**config.mk**
```make
export PLATFORM = sky130hd
export DESIGN_NAME = multicycle_control_unit
export DESIGN_NICKNAME = d
export VERILOG_FILES = /design/src/rtl/multicycle_control_unit.sv
export SDC_FILE = /design/constraint.sdc
export NUM_CORES = 1
export LEC_CHECK = 0
export BUFFER_PORTS_ARGS = -buffer_cell sky130_fd_sc_hd__buf_4
export CAP_MARGIN = 20
export CORE_MARGIN = 5
export CORE_UTILIZATION = 30
export CTS_CLUSTER_DIAMETER = 200
export DETAILED_ROUTE_END_ITERATION = 8
export SLEW_MARGIN = 20
export SYNTH_ARGS = -nofsm -noshare
export SYNTH_HDL_FRONTEND = slang
export SYNTH_SLANG_ARGS = --single-unit
```
**constraint.sdc**
```tcl
create_clock -name clk -period 3.4 [get_ports clk]
set_input_delay 0.51 -clock clk [delete_from_list [all_inputs] [get_ports clk]]
set_output_delay 0.51 -clock clk [all_outputs]
set_load 0.1 [all_outputs]
```
**src/rtl/multicycle_control_unit.sv**
```systemverilog
// multicycle_control_unit
//   Main sequencing FSM of the multi-cycle CPU. Walks each instruction through
//   fetch, decode, execute, memory and writeback, drives every datapath strobe
//   and mux select, selects the ALU operation and keeps the architectural
//   NZCV flag register that conditional branches test.
//
//   Optional build macro: MEM_WAIT_EN
//     defined   : FETCH, MEM_READ and MEM_WRITE hold until mem_ready=1.
//     undefined : mem_ready is ignored; every memory state lasts one cycle.
module multicycle_control_unit #(
    parameter int IW = 16
) (
    input  logic          clk,
    input  logic          rst_n,
    input  logic [IW-1:0] instr,
    input  logic          Zero,
    input  logic          Negative,
    input  logic          CarryOut,
    input  logic          overflow,
    input  logic          mem_ready,
    output logic          ALUControl2,
    output logic          ALUControl1,
    output logic          ALUControl0,
    output logic          alu_src_a,
    output logic [1:0]    alu_src_b,
    output logic [1:0]    result_src,
    output logic          adr_src,
    output logic          pc_write,
    output logic          ir_write,
    output logic          reg_write,
    output logic          mem_write,
    output logic [3:0]    flags_nzcv,
    output logic          halted
);

    // Opcode map (instr[IW-1:IW-4])
    localparam logic [3:0] OP_ADD  = 4'd0;
    localparam logic [3:0] OP_SUB  = 4'd1;
    localparam logic [3:0] OP_AND  = 4'd2;
    localparam logic [3:0] OP_ORR  = 4'd3;
    localparam logic [3:0] OP_XOR  = 4'd4;
    localparam logic [3:0] OP_CLR  = 4'd5;
    localparam logic [3:0] OP_CMP  = 4'd6;
    localparam logic [3:0] OP_LDR  = 4'd7;
    localparam logic [3:0] OP_STR  = 4'd8;
    localparam logic [3:0] OP_B    = 4'd9;
    localparam logic [3:0] OP_BEQ  = 4'd10;
    localparam logic [3:0] OP_BNE  = 4'd11;
    localparam logic [3:0] OP_BMI  = 4'd12;
    localparam logic [3:0] OP_BCS  = 4'd13;
    localparam logic [3:0] OP_BVS  = 4'd14;
    localparam logic [3:0] OP_HALT = 4'd15;

    // ALU operation encodings
    localparam logic [2:0] ALU_ADD = 3'b000;
    localparam logic [2:0] ALU_SUB = 3'b001;

    // Mux select encodings
    localparam logic [1:0] SRCB_REGB  = 2'b00;
    localparam logic [1:0] SRCB_ONE   = 2'b01;
    localparam logic [1:0] SRCB_IMM   = 2'b10;
    localparam logic [1:0] RES_ALUOUT = 2'b00;
    localparam logic [1:0] RES_MEM    = 2'b01;
    localparam logic [1:0] RES_ALU    = 2'b10;

    typedef enum logic [3:0] {
        S_FETCH     = 4'd0,
        S_DECODE    = 4'd1,
        S_EXECUTE   = 4'd2,
        S_ALU_WB    = 4'd3,
        S_MEM_ADDR  = 4'd4,
        S_MEM_READ  = 4'd5,
        S_MEM_WB    = 4'd6,
        S_MEM_WRITE = 4'd7,
        S_BRANCH    = 4'd8,
        S_HALT      = 4'd9
    } state_t;

    state_t     r_state;
    state_t     w_next_state;
    logic [3:0] r_flags;

    logic [3:0] w_opcode;
    logic       w_s_bit;
    logic       w_flag_upd;
    logic       w_flag_arith;
    logic       w_taken;
    logic       w_mem_go;
    logic [2:0] w_alu_ctrl;
    logic       w_unused;

    assign w_opcode = instr[IW-1:IW-4];
    assign w_s_bit  = instr[IW-5];

    // Operand bits of the instruction are consumed by the datapath, not here.
    assign w_unused = ^{instr[IW-6:0], mem_ready};

`ifdef MEM_WAIT_EN
    assign w_mem_go = mem_ready;
`else
    assign w_mem_go = 1'b1;
`endif

    // Flags are written by CMP always and by data ops only when S is set;
    // logical ops leave C and V alone.
    assign w_flag_upd   = (r_state == S_EXECUTE) && (w_s_bit || (w_opcode == OP_CMP));
    assign w_flag_arith = (w_opcode == OP_ADD) || (w_opcode == OP_SUB) ||
                          (w_opcode == OP_CMP);

    assign flags_nzcv = r_flags;
    assign {ALUControl2, ALUControl1, ALUControl0} = w_alu_ctrl;

    // Branch condition evaluated against the registered flags only.
    always_comb begin
        w_taken = 1'b0;
        case (w_opcode)
            OP_B:    w_taken = 1'b1;
            OP_BEQ:  w_taken = r_flags[2];
            OP_BNE:  w_taken = ~r_flags[2];
            OP_BMI:  w_taken = r_flags[3];
            OP_BCS:  w_taken = r_flags[1];
            OP_BVS:  w_taken = r_flags[0];
            default: w_taken = 1'b0;
        endcase
    end

    // State register; reset restarts at FETCH.
    always_ff @(posedge clk) begin
        if (!rst_n) begin
            r_state <= S_FETCH;
        end else begin
            r_state <= w_next_state;
        end
    end

    // Architectural NZCV register, latched at the end of EXECUTE.
    always_ff @(posedge clk) begin
        if (!rst_n) begin
            r_flags <= 4'b0000;
        end else if (w_flag_upd) begin
            if (w_flag_arith) begin
                r_flags <= {Negative, Zero, CarryOut, overflow};
            end else begin
                r_flags[3:2] <= {Negative, Zero};
            end
        end
    end

    // Next-state and Moore output decode; everything is quiet while in reset.
    always_comb begin
        w_next_state = r_state;
        w_alu_ctrl   = ALU_ADD;
        alu_src_a    = 1'b0;
        alu_src_b    = SRCB_REGB;
        result_src   = RES_ALUOUT;
        adr_src      = 1'b0;
        pc_write     = 1'b0;
        ir_write     = 1'b0;
        reg_write    = 1'b0;
        mem_write    = 1'b0;
        halted       = 1'b0;

        case (r_state)
            S_FETCH: begin
                adr_src    = 1'b0;
                ir_write   = 1'b1;
                alu_src_a  = 1'b0;
                alu_src_b  = SRCB_ONE;
                w_alu_ctrl = ALU_ADD;
                result_src = RES_ALU;
                pc_write   = 1'b1;
                if (w_mem_go) begin
                    w_next_state = S_DECODE;
                end
            end

            S_DECODE: begin
                if (w_opcode <= OP_CMP) begin
                    w_next_state = S_EXECUTE;
                end else if ((w_opcode == OP_LDR) || (w_opcode == OP_STR)) begin
                    w_next_state = S_MEM_ADDR;
                end else if (w_opcode == OP_HALT) begin
                    w_next_state = S_HALT;
                end else begin
                    w_next_state = S_BRANCH;
                end
            end

            S_EXECUTE: begin
                alu_src_a  = 1'b1;
                alu_src_b  = SRCB_REGB;
                w_alu_ctrl = (w_opcode == OP_CMP) ? ALU_SUB : w_opcode[2:0];
                if (w_opcode == OP_CMP) begin
                    w_next_state = S_FETCH;
                end else begin
                    w_next_state = S_ALU_WB;
                end
            end

            S_ALU_WB: begin
                result_src   = RES_ALUOUT;
                reg_write    = 1'b1;
                w_next_state = S_FETCH;
            end

            S_MEM_ADDR: begin
                alu_src_a  = 1'b1;
                alu_src_b  = SRCB_IMM;
                w_alu_ctrl = ALU_ADD;
                if (w_opcode == OP_STR) begin
                    w_next_state = S_MEM_WRITE;
                end else begin
                    w_next_state = S_MEM_READ;
                end
            end

            S_MEM_READ: begin
                adr_src = 1'b1;
                if (w_mem_go) begin
                    w_next_state = S_MEM_WB;
                end
            end

            S_MEM_WB: begin
                result_src   = RES_MEM;
                reg_write    = 1'b1;
                w_next_state = S_FETCH;
            end

            S_MEM_WRITE: begin
                adr_src   = 1'b1;
                mem_write = 1'b1;
                if (w_mem_go) begin
                    w_next_state = S_FETCH;
                end
            end

            S_BRANCH: begin
                alu_src_a    = 1'b0;
                alu_src_b    = SRCB_IMM;
                w_alu_ctrl   = ALU_ADD;
                result_src   = RES_ALU;
                pc_write     = w_taken;
                w_next_state = S_FETCH;
            end

            S_HALT: begin
                halted       = 1'b1;
                w_next_state = S_HALT;
            end

            default: begin
                w_next_state = S_FETCH;
            end
        endcase

        if (!rst_n) begin
            w_alu_ctrl = 3'b000;
            alu_src_a  = 1'b0;
            alu_src_b  = 2'b00;
            result_src = 2'b00;
            adr_src    = 1'b0;
            pc_write   = 1'b0;
            ir_write   = 1'b0;
            reg_write  = 1'b0;
            mem_write  = 1'b0;
            halted     = 1'b0;
        end
    end

endmodule
```
==> results.json <==
{
  "placement.setup.worst_slack_ns": 1.24,
  "synth_top_family_by_area": "simple AND/OR/NAND/NOR gates",
  "p_comb_share_pct": 44.6,
  "port_buffers": 28,
  "place.detailed.hpwl_mm": 1.37,
  "tns_ns": 0,
  "p_int_mw": 0.184,
  "antennaDiodeCount": 0,
  "netlist_instances": 95,
  "fp.coreArea_um2": 2230,
  "rsz_0062_raised_after_global_routing": "false",
  "crit_type": "reg2out",
  "seq_power_share_pct": 33.9,
  "synthesis.nets": 118,
  "core.rowCount": 17,
  "worst_ep_required_time_ns": 2.89,
  "synth.yosys.seq_area_share_pct": 22.7,
  "drv.max_cap_violation_count": 0,
  "synth_simple_gate_area_share_pct": 40.0,
  "post_cts_buffers": 0,
  "setup.worst_path.start_class": "flop",
  "synthXorXnorAreaFrac_pct": 3.73,
  "p_leak_nw": 0.404,
  "clk_path_buf_depth": 2,
  "globalRouteOverflowTotal": 0,
  "final_min_period_over_clock_period_pct": 67.4,
  "mean_area_per_synthesized_cell_um2": 7.42,
  "io-pin-count": 41,
  "start_util_pct": 31.5,
  "clock_sinks": 8,
  "r2r_slack_ns": 1.84,
  "outcome": "completed",
  "cellPowerDensity_nw_per_um2": 368,
  "timing_hold_violations_final": 0,
  "grt_max_degree": 17,
  "gr-usage-met2_pct": 19.5,
  "grt_first_pass_wirelength_mm": 3.10,
  "setup_slack_ns": 1.11,
  "final_antenna_net_count": 0,
  "achievable-frequency_ghz": 0.436,
  "gp_routability_congestion": 0.746,
  "number_of_synthesized_flops_with_an_enable_pin": 0,
  "die_ht_um": 58.5,
  "setup.worst_path.start": "r_state[0]",
  "yosys_warnings": 0,
  "synth.area.mux_share_pct": 2.84,
  "tritoncts": "yes",
  "cts_root_buf": "sky130_fd_sc_hd__clkbuf_4",
  "synthAdderAreaFrac_pct": 0,
  "min_path_type": "in2reg",
  "initial_antenna_violation_count": 0,
  "cts_htree_levels": 1,
  "clock_power_share_pct": 21.4,
  "ys_ff_latch": 8,
  "grt.met3_usage_pct": 2.63,
  "final.min_clock_period_ns": 2.29,
  "area_growth_syn_to_layout_pct": 32.0,
  "busiest_layer": "met2",
  "layoutNonFillerInstCount": 145,
  "cts_repair_resize_count": 0,
  "globalRouteMet1Util_pct": 13.9,
  "place_inst": 142,
  "worst_r2r_path_depth": 4,
  "netlist-cell-type-count": 34,
  "setup.worst_path.end_class": "output pin",
  "worst_skew_pair.late_latency_ns": 0.26,
  "drt_wl_total_mm": 1.85,
  "route.detailed.drc": 0,
  "cts-buffers-inserted": 3,
  "post_synth_instance_area_um2": 704,
  "die_x_um": 58.5,
  "total_switching_power_mw": 0.159,
  "grt_pass1_vias": 710,
  "post_synthesis_compound_gate_area_fraction_pct": 20.8,
  "yosys_most_used_dff": "sky130_fd_sc_hd__dfxtp_1",
  "reg2reg_to": "flags_nzcv[3]",
  "startpoint_of_the_most_critical_hold_path": "Zero",
  "nets": 142,
  "relSlewSlack_pct": 58.6,
  "design.die.area_um2": 3420,
  "cts_hold_buf": 0,
  "final.setup_skew_ns": 0.000339,
  "detailed_routing_iteration_count_for_the_pre_antenna_repair_pass": 4,
  "detail_route.wl_per_cell_um": 12.7,
  "final-max-slew-violation-count": 0,
  "clkTransAtPathRegs_ns": 0.05,
  "detail_route.vias_per_cell": 5.14,
  "routed-via-count": 746,
  "ir_drop_v": 0.000174,
  "worst-endpoint-arrival_ns": 1.78,
  "whs_path_depth": 3,
  "drt_iter0_drc": 9,
  "crit-reg2reg-launch": "r_state[1]",
  "hold-path-endpoint": "flags_nzcv[2]",
  "grt.total_usage_pct": 11.4,
  "fraction_of_layout_cells_with_a_size_suffix_above_1_pct": 30.8,
  "number_of_setup_violations_in_the_final_report": 0,
  "critical_path_peak_fanout": 14,
  "synth-async-reset-ratio_pct": 0,
  "switching_share_pct": 46.4,
  "worstMarginPinSlew_ns": 0.620
}
## per-stage QoR
stage / utilization [%] / instance area (um^2) / hold slack (ns) / total power, mW
6_report: 41.6 / 930 / 0.505 / 0.343
3_5_place_dp: 40.6 / 907 / 0.508 / 0.271
2_1_floorplan: - / 713 / 0.606 / 0.241
3_3_place_gp: 40.6 / 907 / 0.489 / 0.270
5_1_grt: 41.6 / 930 / 0.517 / 0.362
4_1_cts: 41.6 / 930 / 0.509 / 0.344
## worst max-delay path: stages (launching register included)
cell and delay, ns:
sky130_fd_sc_hd__dfxtp_1 0.46, sky130_fd_sc_hd__nand2b_1 0.24, sky130_fd_sc_hd__or3_1 0.36, sky130_fd_sc_hd__nor2_1 0.15, sky130_fd_sc_hd__buf_4 0.31
## area by class of cell
class | instances | area, um^2
Sequential cell | 8 | 160
Fill cell | 248 | 1300
Inverter | 5 | 18.8
Clock buffer | 3 | 22.5
Tap cell | 28 | 35.0
Multi-Input combinational cell | 73 | 483
Timing Repair Buffer | 28 | 210
## how the worst max path moves through the flow
| stage | to | slack (ns) |
|---|---|---|
| 2_1_floorplan | alu_src_a | 0.12 |
| 3_3_place_gp | pc_write | 1.25 |
| 3_5_place_dp | pc_write | 1.24 |
| 4_1_cts | pc_write | 1.09 |
| 5_1_grt | ALUControl1 | 0.96 |
| 6_report | ir_write | 1.11 |
## synthesized netlist by cell type, types with 2 or more instances
master / count / area share, %
sky130_fd_sc_hd__buf_2: 5 / 3.6
sky130_fd_sc_hd__clkbuf_1: 2 / 1.1
sky130_fd_sc_hd__nand3_1: 4 / 2.8
sky130_fd_sc_hd__nor2_1: 14 / 7.5
sky130_fd_sc_hd__mux2i_1: 2 / 2.8
sky130_fd_sc_hd__nor3_1: 5 / 3.6
sky130_fd_sc_hd__nor2b_1: 5 / 4.4
sky130_fd_sc_hd__a21oi_1: 7 / 5.0
sky130_fd_sc_hd__nor3b_1: 2 / 2.1
sky130_fd_sc_hd__o21ai_0: 6 / 4.3
sky130_fd_sc_hd__nand2b_1: 3 / 2.7
sky130_fd_sc_hd__and3b_1: 2 / 2.5
sky130_fd_sc_hd__nand2_1: 4 / 2.1
sky130_fd_sc_hd__xnor2_1: 3 / 3.7
sky130_fd_sc_hd__dfxtp_1: 8 / 23
sky130_fd_sc_hd__inv_1: 5 / 2.7
## registers in the layout (all words and copies together), names as in the netlist
register and cells:
r_state 4, flags_nzcv 4
## routing by layer
metal,share of wire [%],routed length (um)
met1,44,814
met2,50,925
met3,4.2,77
met4,1.6,29
met5,0,0
## cells in the final DEF (no fill, tap or decap), drive strengths merged
cell | netlist | final
dfxtp | 8 | 8
and4 | 1 | 1
nor2 | 14 | 14
a21oi | 7 | 7
mux2i | 2 | 2
and3b | 2 | 2
o311ai | 1 | 1
nand4 | 1 | 1
nor4bb | 1 | 1
and4bb | 1 | 1
a311oi | 1 | 1
nor4b | 1 | 1
o21ai | 6 | 6
o211ai | 1 | 1
o21bai | 1 | 1
xnor2 | 3 | 3
nand3b | 1 | 1
o211a | 2 | 2
nand4bb | 1 | 1
nor2b | 5 | 5
a32o | 1 | 1
nor3b | 2 | 2
o2111a | 1 | 1
nand3 | 4 | 4
or3 | 1 | 1
clkbuf | 2 | 3
nand2b | 3 | 3
nand2 | 4 | 4
inv | 5 | 5
nor3 | 5 | 5
buf | 7 | 28
## cell families (layout without fill, tap and decap cells)
group,after synthesis,count (layout)
AOI/OAI and AO/OA,21,21
and+or+nand+nor,47,47
xor gates and xnor gates,3,3
buffers and inverters,14,36
DFF,8,8
muxes,2,2
## power groups by stage
stage                     Clock, mW  Combinational (mW)  Sequential (mW)
after CTS                    0.0749               0.153            0.116
final                        0.0734               0.153            0.116
after floorplan                   0               0.129            0.112
after global placement            0               0.152            0.118
after detailed placement          0               0.153            0.118
after global routing         0.0817               0.163            0.118
Power figures use the tool's default switching activity.
